--- src/rtl/adc_byte_packer.sv ---
// Buffers 24-bit ADC sample frames in a FIFO and serialises each one into bytes, MSB first,
// with an optional sync header, over a valid/ready byte handshake. Dropped samples are counted.
module adc_byte_packer #(
  parameter int unsigned FIFO_DEPTH = 16,
  parameter bit          HEADER_EN  = 1'b1,
  parameter logic [7:0]  SYNC_BYTE  = 8'hA5
) (
  input  logic                          clk,
  input  logic                          i_reset,
  input  logic [23:0]                   i_data_frame,
  input  logic                          i_data_ready,
  output logic [7:0]                    o_byte,
  output logic                          o_byte_valid,
  input  logic                          i_byte_ready,
  output logic                          o_overflow,
  input  logic                          i_clear_overflow,
  output logic [15:0]                   o_drop_count,
  output logic [$clog2(FIFO_DEPTH):0]   o_fifo_level
);

  localparam int unsigned PtrW = $clog2(FIFO_DEPTH);
  localparam int unsigned LvlW = PtrW + 1;
  localparam logic [LvlW-1:0] LvlFull = LvlW'(FIFO_DEPTH);

  typedef enum logic [2:0] {StIdle, StHdr, StB2, StB1, StB0} state_e;

  logic [23:0]     mem_q [FIFO_DEPTH];
  logic [PtrW-1:0] wr_ptr_q, wr_ptr_d;
  logic [PtrW-1:0] rd_ptr_q, rd_ptr_d;
  logic [LvlW-1:0] level_q, level_d;
  logic            ovf_q, ovf_d;
  logic [15:0]     drop_q, drop_d;

  state_e          state_q;
  logic [23:0]     word_q;
  logic [7:0]      byte_q;
  logic            valid_q;

  logic            full, push, drop, hs, pop;
  logic [23:0]     head;
  logic [7:0]      first_byte;
  state_e          first_state;

  // Fullness is judged on the pre-edge level, so a same-edge pop never rescues a sample.
  always_comb begin
    full        = (level_q == LvlFull);
    push        = i_data_ready && !full;
    drop        = i_data_ready && full;
    hs          = valid_q && i_byte_ready;
    pop         = (level_q != '0) &&
                  ((state_q == StIdle) || ((state_q == StB0) && hs));
    head        = mem_q[rd_ptr_q];
    first_byte  = HEADER_EN ? SYNC_BYTE : head[23:16];
    first_state = HEADER_EN ? StHdr : StB2;
  end

  always_comb begin
    wr_ptr_d = push ? wr_ptr_q + 1'b1 : wr_ptr_q;
    rd_ptr_d = pop ? rd_ptr_q + 1'b1 : rd_ptr_q;
    level_d  = level_q;
    unique case ({push, pop})
      2'b10:   level_d = level_q + 1'b1;
      2'b01:   level_d = level_q - 1'b1;
      default: level_d = level_q;
    endcase
  end

  // A drop coinciding with a clear restarts the count at one.
  always_comb begin
    ovf_d  = ovf_q;
    drop_d = drop_q;
    if (drop) begin
      ovf_d  = 1'b1;
      if (i_clear_overflow) begin
        drop_d = 16'd1;
      end else if (drop_q != 16'hFFFF) begin
        drop_d = drop_q + 16'd1;
      end
    end else if (i_clear_overflow) begin
      ovf_d  = 1'b0;
      drop_d = 16'd0;
    end
  end

  always_ff @(posedge clk) begin
    if (push) begin
      mem_q[wr_ptr_q] <= i_data_frame;
    end
  end

  always_ff @(posedge clk or posedge i_reset) begin
    if (i_reset) begin
      wr_ptr_q <= '0;
      rd_ptr_q <= '0;
      level_q  <= '0;
      ovf_q    <= 1'b0;
      drop_q   <= 16'd0;
    end else begin
      wr_ptr_q <= wr_ptr_d;
      rd_ptr_q <= rd_ptr_d;
      level_q  <= level_d;
      ovf_q    <= ovf_d;
      drop_q   <= drop_d;
    end
  end

  always_ff @(posedge clk or posedge i_reset) begin
    if (i_reset) begin
      state_q <= StIdle;
      word_q  <= 24'd0;
      byte_q  <= 8'd0;
      valid_q <= 1'b0;
    end else begin
      case (state_q)
        StIdle: begin
          if (pop) begin
            word_q  <= head;
            byte_q  <= first_byte;
            valid_q <= 1'b1;
            state_q <= first_state;
          end
        end
        StHdr: begin
          if (hs) begin
            byte_q  <= word_q[23:16];
            state_q <= StB2;
          end
        end
        StB2: begin
          if (hs) begin
            byte_q  <= word_q[15:8];
            state_q <= StB1;
          end
        end
        StB1: begin
          if (hs) begin
            byte_q  <= word_q[7:0];
            state_q <= StB0;
          end
        end
        StB0: begin
          if (hs) begin
            // Chain straight into the next queued word so the byte stream has no bubble.
            if (pop) begin
              word_q  <= head;
              byte_q  <= first_byte;
              state_q <= first_state;
            end else begin
              valid_q <= 1'b0;
              state_q <= StIdle;
            end
          end
        end
        default: begin
          valid_q <= 1'b0;
          state_q <= StIdle;
        end
      endcase
    end
  end

  assign o_byte       = byte_q;
  assign o_byte_valid = valid_q;
  assign o_overflow   = ovf_q;
  assign o_drop_count = drop_q;
  assign o_fifo_level = level_q;

endmodule
--- config.mk ---
export PLATFORM = sky130hd
export DESIGN_NAME = adc_byte_packer
export DESIGN_NICKNAME = d
export VERILOG_FILES = /design/src/rtl/adc_byte_packer.sv
export SDC_FILE = /design/constraint.sdc
export NUM_CORES = 1
export LEC_CHECK = 0
export CAP_MARGIN = 5
export CORE_MARGIN = 2
export CORE_UTILIZATION = 34
export DETAILED_ROUTE_END_ITERATION = 8
export HOLD_SLACK_MARGIN = 0.1
export SLEW_MARGIN = 20
export SYNTH_ARGS = -nofsm -noshare
export SYNTH_HDL_FRONTEND = slang
export SYNTH_SLANG_ARGS = --single-unit
--- constraint.sdc ---
create_clock -name clk -period 3.08 [get_ports clk]
set_input_delay 0.462 -clock clk [delete_from_list [all_inputs] [get_ports clk]]
set_output_delay 0.462 -clock clk [all_outputs]
set_load 0.02 [all_outputs]
* Word-level counts from Yosys, hierarchy flattened
Memories as Yosys holds them, arrays and structs flattened.
Index checks and enable logic that the tools add are counted.
** Word-level totals
- Bits in registers :: 66
- Bits in writable memories :: 384
- Output and inout bits :: 31
- Word-level logic and storage cells :: 79
- Memories :: 1
** Memory list
- mem_q :: words 16, width 24, rd ports 1, clocked after Yosys merged registers in 0, wr ports 1, RTL line 27 : logic [23:0] mem_q [FIFO_DEPTH];
** Operators by class
- Add/subtract/negate cells :: 5
- Eq/ne operators :: 14
- Mux-type cells :: 29
- Bitwise gates (word level) :: 1
- Reductions and logical operators :: 20
** Operators by type and width (count)
- $mux 16 :: 4
- $mux 24 :: 2
- $pmux 24 s2 :: 1
- $mux 8 :: 5
- $pmux 8 s5 :: 1
- $add 16x1->16 const B :: 1
- $ne 16x16->1 const B :: 1
- $mux 3 :: 5
- $pmux 3 s5 :: 1
- $ne 2x2->1 const B :: 6
- $pmux 5 s2 :: 1
- $reduce_and 5->1 :: 2
- $reduce_bool 5->1 :: 2
- $add 4x1->4 const B :: 2
- $mux 1 :: 8
- $reduce_bool 2->1 :: 4
- $eq 3x2->1 const B :: 2
- $add 5x1->5 const B :: 1
- $eq 5x5->1 const B :: 1
- $logic_and 1x1->1 :: 5
- $sub 5x1->5 const B :: 1
- $reduce_and 2->1 :: 2
- $reduce_and 4->1 :: 1
- $eq 3x1->1 const B :: 1
- 9 further kinds :: 9

* Depth between registers and ports, before layout
- Word-level depth :: 7
- Depth in mapped cells :: 13
- Mapped depth without buffers :: 10

* Worst setup path after synthesis
OpenSTA, ideal clock, no wires.
- Path kind :: register -> register
- Start :: reg level_q[2] (netlist: o_fifo_level[2])
- End :: mem mem_q[3][0] (enable)
- Library setup time :: 0.435 ns
- Arrival :: 3.083 ns
- Path slack :: -0.438 ns
- Stages on the path, launching flop included :: 6
- Path buffers :: 1
- Path through :: dfrtp_1 -> buf_2 -> nor4_4 -> a21boi_1 -> nand2_1 -> nor3_1
** Between the ends
- Word-level cells in the longest chain between the ends :: 5
** Ends and longest elaborated chain
- start, declared :: RTL line 30 : logic [LvlW-1:0] level_q, level_d;
- start signal, assigned :: RTL line 101 : level_q <= level_d;
- $eq 5x5->1 :: RTL line 46 : full = (level_q == LvlFull);
- $logic_not 1->1 :: RTL line 47 : push = i_data_ready && !full;
- $logic_and 1x1->1 :: RTL line 47
- $mux 1 :: RTL line 86 : if (push) begin
- $mux 1 (implied by the code) :: RTL line 87 : mem_q[wr_ptr_q] <= i_data_frame;
- end, declared :: RTL line 27
No other way between the ends.

* Worst setup path after layout
- Start :: reg level_q[0] (netlist: o_fifo_level[0])
- End :: reg level_q[4] (netlist: o_fifo_level[4])
** Between the ends
- Word-level cells in the longest chain between the ends :: 5
** Ends and longest elaborated chain
- $eq 5x5->1 :: RTL line 46
- $logic_not 1->1 :: RTL line 47
- $logic_and 1x1->1 :: RTL line 47
- $eq 2x1->1 / $eq 2x2->1 (equally long branches) :: RTL line 61 : unique case ({push, pop})
- $pmux 5 s2 / $reduce_bool 2->1 (equally long branches)
Several ways; a longest one is shown, not always the timed one.
A chain may end at the register's enable or synchronous reset.

==> flow_summary.ini <==
[status]
status = finished clean

[route]
vias = 9122
drt-initial-drc-count = 919
drc = 0
routed_wl_mm = 39.7
ant_nets = 0
dr.pass1.iters = 4
wl_per_cell_um = 22.7
vias_per_cell = 5.22

[global_route]
grt_use_met1_pct = 21.1
grt-ovfl-total = 0
grt_max_degree = 95
use_met2_pct = 23.3
grt_pass1_wl_mm = 59.7
antenna_found_initial = 1
grtUsageTotal_pct = 15.0
grt_util_met3_pct = 3.19
grt_pass1_vias = 9162
grt.busiest_layer = met2

[sta]
tns_ps = 0
finClkSkew_ps = 14.9
max_slew_margin_pct = 52.7
drv_slew = 0
timing.fmax_ghz = 0.384
setup_violations = 0
tightest_slew_ps = 708
finalCritPeriodShare_pct = 84.6
rsz0062_at_grt = no
min_period_ps = 2600
hold_viol = 0

[synthesis]
yosys_register_bits = 450
synth.distinct_cells = 54
synth_top_area_share_pct = 65.0
postSynthCellCount = 916
yosys-top-cells-area = edfxtp_1 (65%), mux4_2 (12%), dfrtp_1 (9.3%)
ys_seq_area_share_pct = 74.3
synth_flop_cell = edfxtp_1
syn_avg_cell_area_um2 = 19.4
synthesis.nets = 955
syn_area_mm2 = 0.0177
synth_area_leader_cell = edfxtp_1
synth-edff-count = 384
ys_warn_count = 0
ys_async_sr_fraction_pct = 14.7

[critical_path]
crit_type = register to register
reg2reg_slack_ps = 480
r2r-start = o_fifo_level[0]
start_kind = register
crit_start = o_fifo_level[0]
cp.arrival_ps = 3090
required_ps = 3570
end_kind = register
worst-path-max-fanout = 7

[clocking]
clock_sinks = 450
h-tree-depth = 2
ctsResizeCount = 0
clk_path_buf_depth = 3
post_cts_buffers = 0
cts_hold_buffers = 0
cts_root_buf = clkbuf_16
path_clk_slew_ps = 60
cts_tree = built
clk_latency_ps = 570
cts_inserted_buffers = 46

[die]
std_cell_rows = 83
core_mm2 = 0.0514
start_util_pct = 34.5
die_width_um = 232
dieArea_mm2 = 0.0540
fp.dieH_um = 232
io_pins = 60

[placed_design]
place.gp.congestion = 0.799
dpl.hpwl_mm = 23.9
numPortBuffers = 59
place_inst = 1662

[run]
drv_cap = 0

[pwr]
power.density_mw_per_mm2 = 928
p_total_mw = 19.7
irDropWorstVdd_uv = 642
power_leakage_nw = 6.93

[cells_and_area]
drive_gt1_share_pct = 26.9
antennaDiodeCount = 0
layout.cells.non_filler = 1748
layout.nets = 1069
syn_to_final_growth_pct = 19.6

[min_path]
hold_path.class = primary input to asynchronous set/reset pin
## worst max-delay path: stages, from the launching register on
cell and delay, ps:
dfrtp_1 370, or4_4 570, o211a_2 290, ha_1 200, buf_4 170, ha_1 310
a31oi_1 160, nor3_1 70, a31oi_1 240, xnor2_1 150
## sequential cells by signal, indices dropped and copies added (netlist names)
signal and flops:
mem_q 384, o_drop_count 16, rd_ptr_q 4, o_fifo_level 5, o_byte_valid 1, state_q 3, o_overflow 1, wr_ptr_q 4
o_byte 8, word_q 24
## per-stage QoR
step	worst slack (ps)	util, %	cell area (um^2)	hold slack [ps]
2_1_floorplan	40.5	-	17800	477
4_1_cts	553	41.3	21200	340
3_5_place_dp	396	38.2	19600	508
6_report	476	41.3	21200	335
3_3_place_gp	370	38.2	19600	501
5_1_grt	376	41.3	21200	375
## routing by layer
layer  share of wire (%)  routed length (um)  vias to the layer above
met4                 2.2                 861                        2
li1                    -                   -                     3964
met5               0.033                  13                        -
met3                 6.7                2660                       65
met2                  47               18500                      296
met1                  44               17700                     4795
## worst paths after layout
check	endpoint	cells past startpoint
min	o_drop_count[13]	2
min in group clk	o_overflow	2
max reg2reg	o_fifo_level[4]	9
min reg2reg	o_overflow	2
max in group asynchronous	word_q[11]	3
max	o_fifo_level[4]	9
## report_power, final
part | internal, mW | leakage (nW) | switching [mW]
Clock | 3.54 | 0.788 | 2.27
Combinational | 2.76 | 1.88 | 3.11
Sequential | 7.49 | 4.26 | 0.529
Total | 13.8 | 6.93 | 5.90
## logic make-up after synthesis
group           synth area share [%]
flops                           74.3
mux                             14.8
xor+xnor                        1.18
compound gates                  4.31
buf+inv                         1.47
fa+ha+maj                      0.705
simple gates                    3.25
## cell usage in the layout (no fill, tap or decap), types with 3 or more instances in the layout
| master | count |
|---|---|
| clkdlybuf4s50_1 | 59 |
| nor3_4 | 4 |
| xnor2_1 | 11 |
| a21oi_1 | 35 |
| nor2b_1 | 4 |
| o31ai_1 | 3 |
| nor2_4 | 12 |
| nor2_1 | 33 |
| nand2_1 | 17 |
| mux4_2 | 97 |
| a22oi_1 | 6 |
| clkbuf_8 | 9 |
| nand3b_1 | 3 |
| mux2_2 | 32 |
| bufinv_16 | 6 |
| clkbuf_16 | 47 |
| dfrtp_1 | 63 |
| xor2_1 | 13 |
| buf_12 | 7 |
| o211ai_1 | 4 |
| ha_1 | 10 |
| nor3_1 | 6 |
| nand3_1 | 10 |
| edfxtp_1 | 384 |
| a31oi_1 | 3 |
| nand4_1 | 5 |
| nand2b_1 | 7 |
| mux2i_1 | 5 |
| inv_1 | 7 |
| o22ai_1 | 46 |
| a2111oi_0 | 3 |
| o21ai_0 | 8 |
| buf_4 | 51 |
| clkinv_2 | 7 |
| clkbuf_1 | 14 |
## layout make-up
cell class | count | area [um^2]
clock buffer | 70 | 1350
clock inverter | 16 | 248
fill | 4510 | 30200
inverter | 8 | 30.0
multi-input combinational | 407 | 4440
sequential | 450 | 13200
tap | 680 | 851
timing repair buffer | 117 | 1110
## cell usage after synthesis, types with 4 or more instances
| library cell | instances |
|---|---|
| clkbuf_1 | 30 |
| a21oi_1 | 35 |
| dfrtp_1 | 66 |
| o211ai_1 | 4 |
| buf_1 | 5 |
| mux2_2 | 32 |
| buf_2 | 13 |
| nand4_1 | 5 |
| o21ai_0 | 8 |
| xor2_1 | 13 |
| mux2i_1 | 5 |
| inv_1 | 8 |
| xnor2_1 | 11 |
| ha_1 | 10 |
| nor2b_1 | 4 |
| nor2_1 | 45 |
| nand2b_1 | 7 |
| edfxtp_1 | 384 |
| nor3_1 | 10 |
| mux4_2 | 97 |
| nand3_1 | 10 |
| o22ai_1 | 46 |
| nand2_1 | 17 |
| a22oi_1 | 6 |
(Power assumes the default switching activity.)
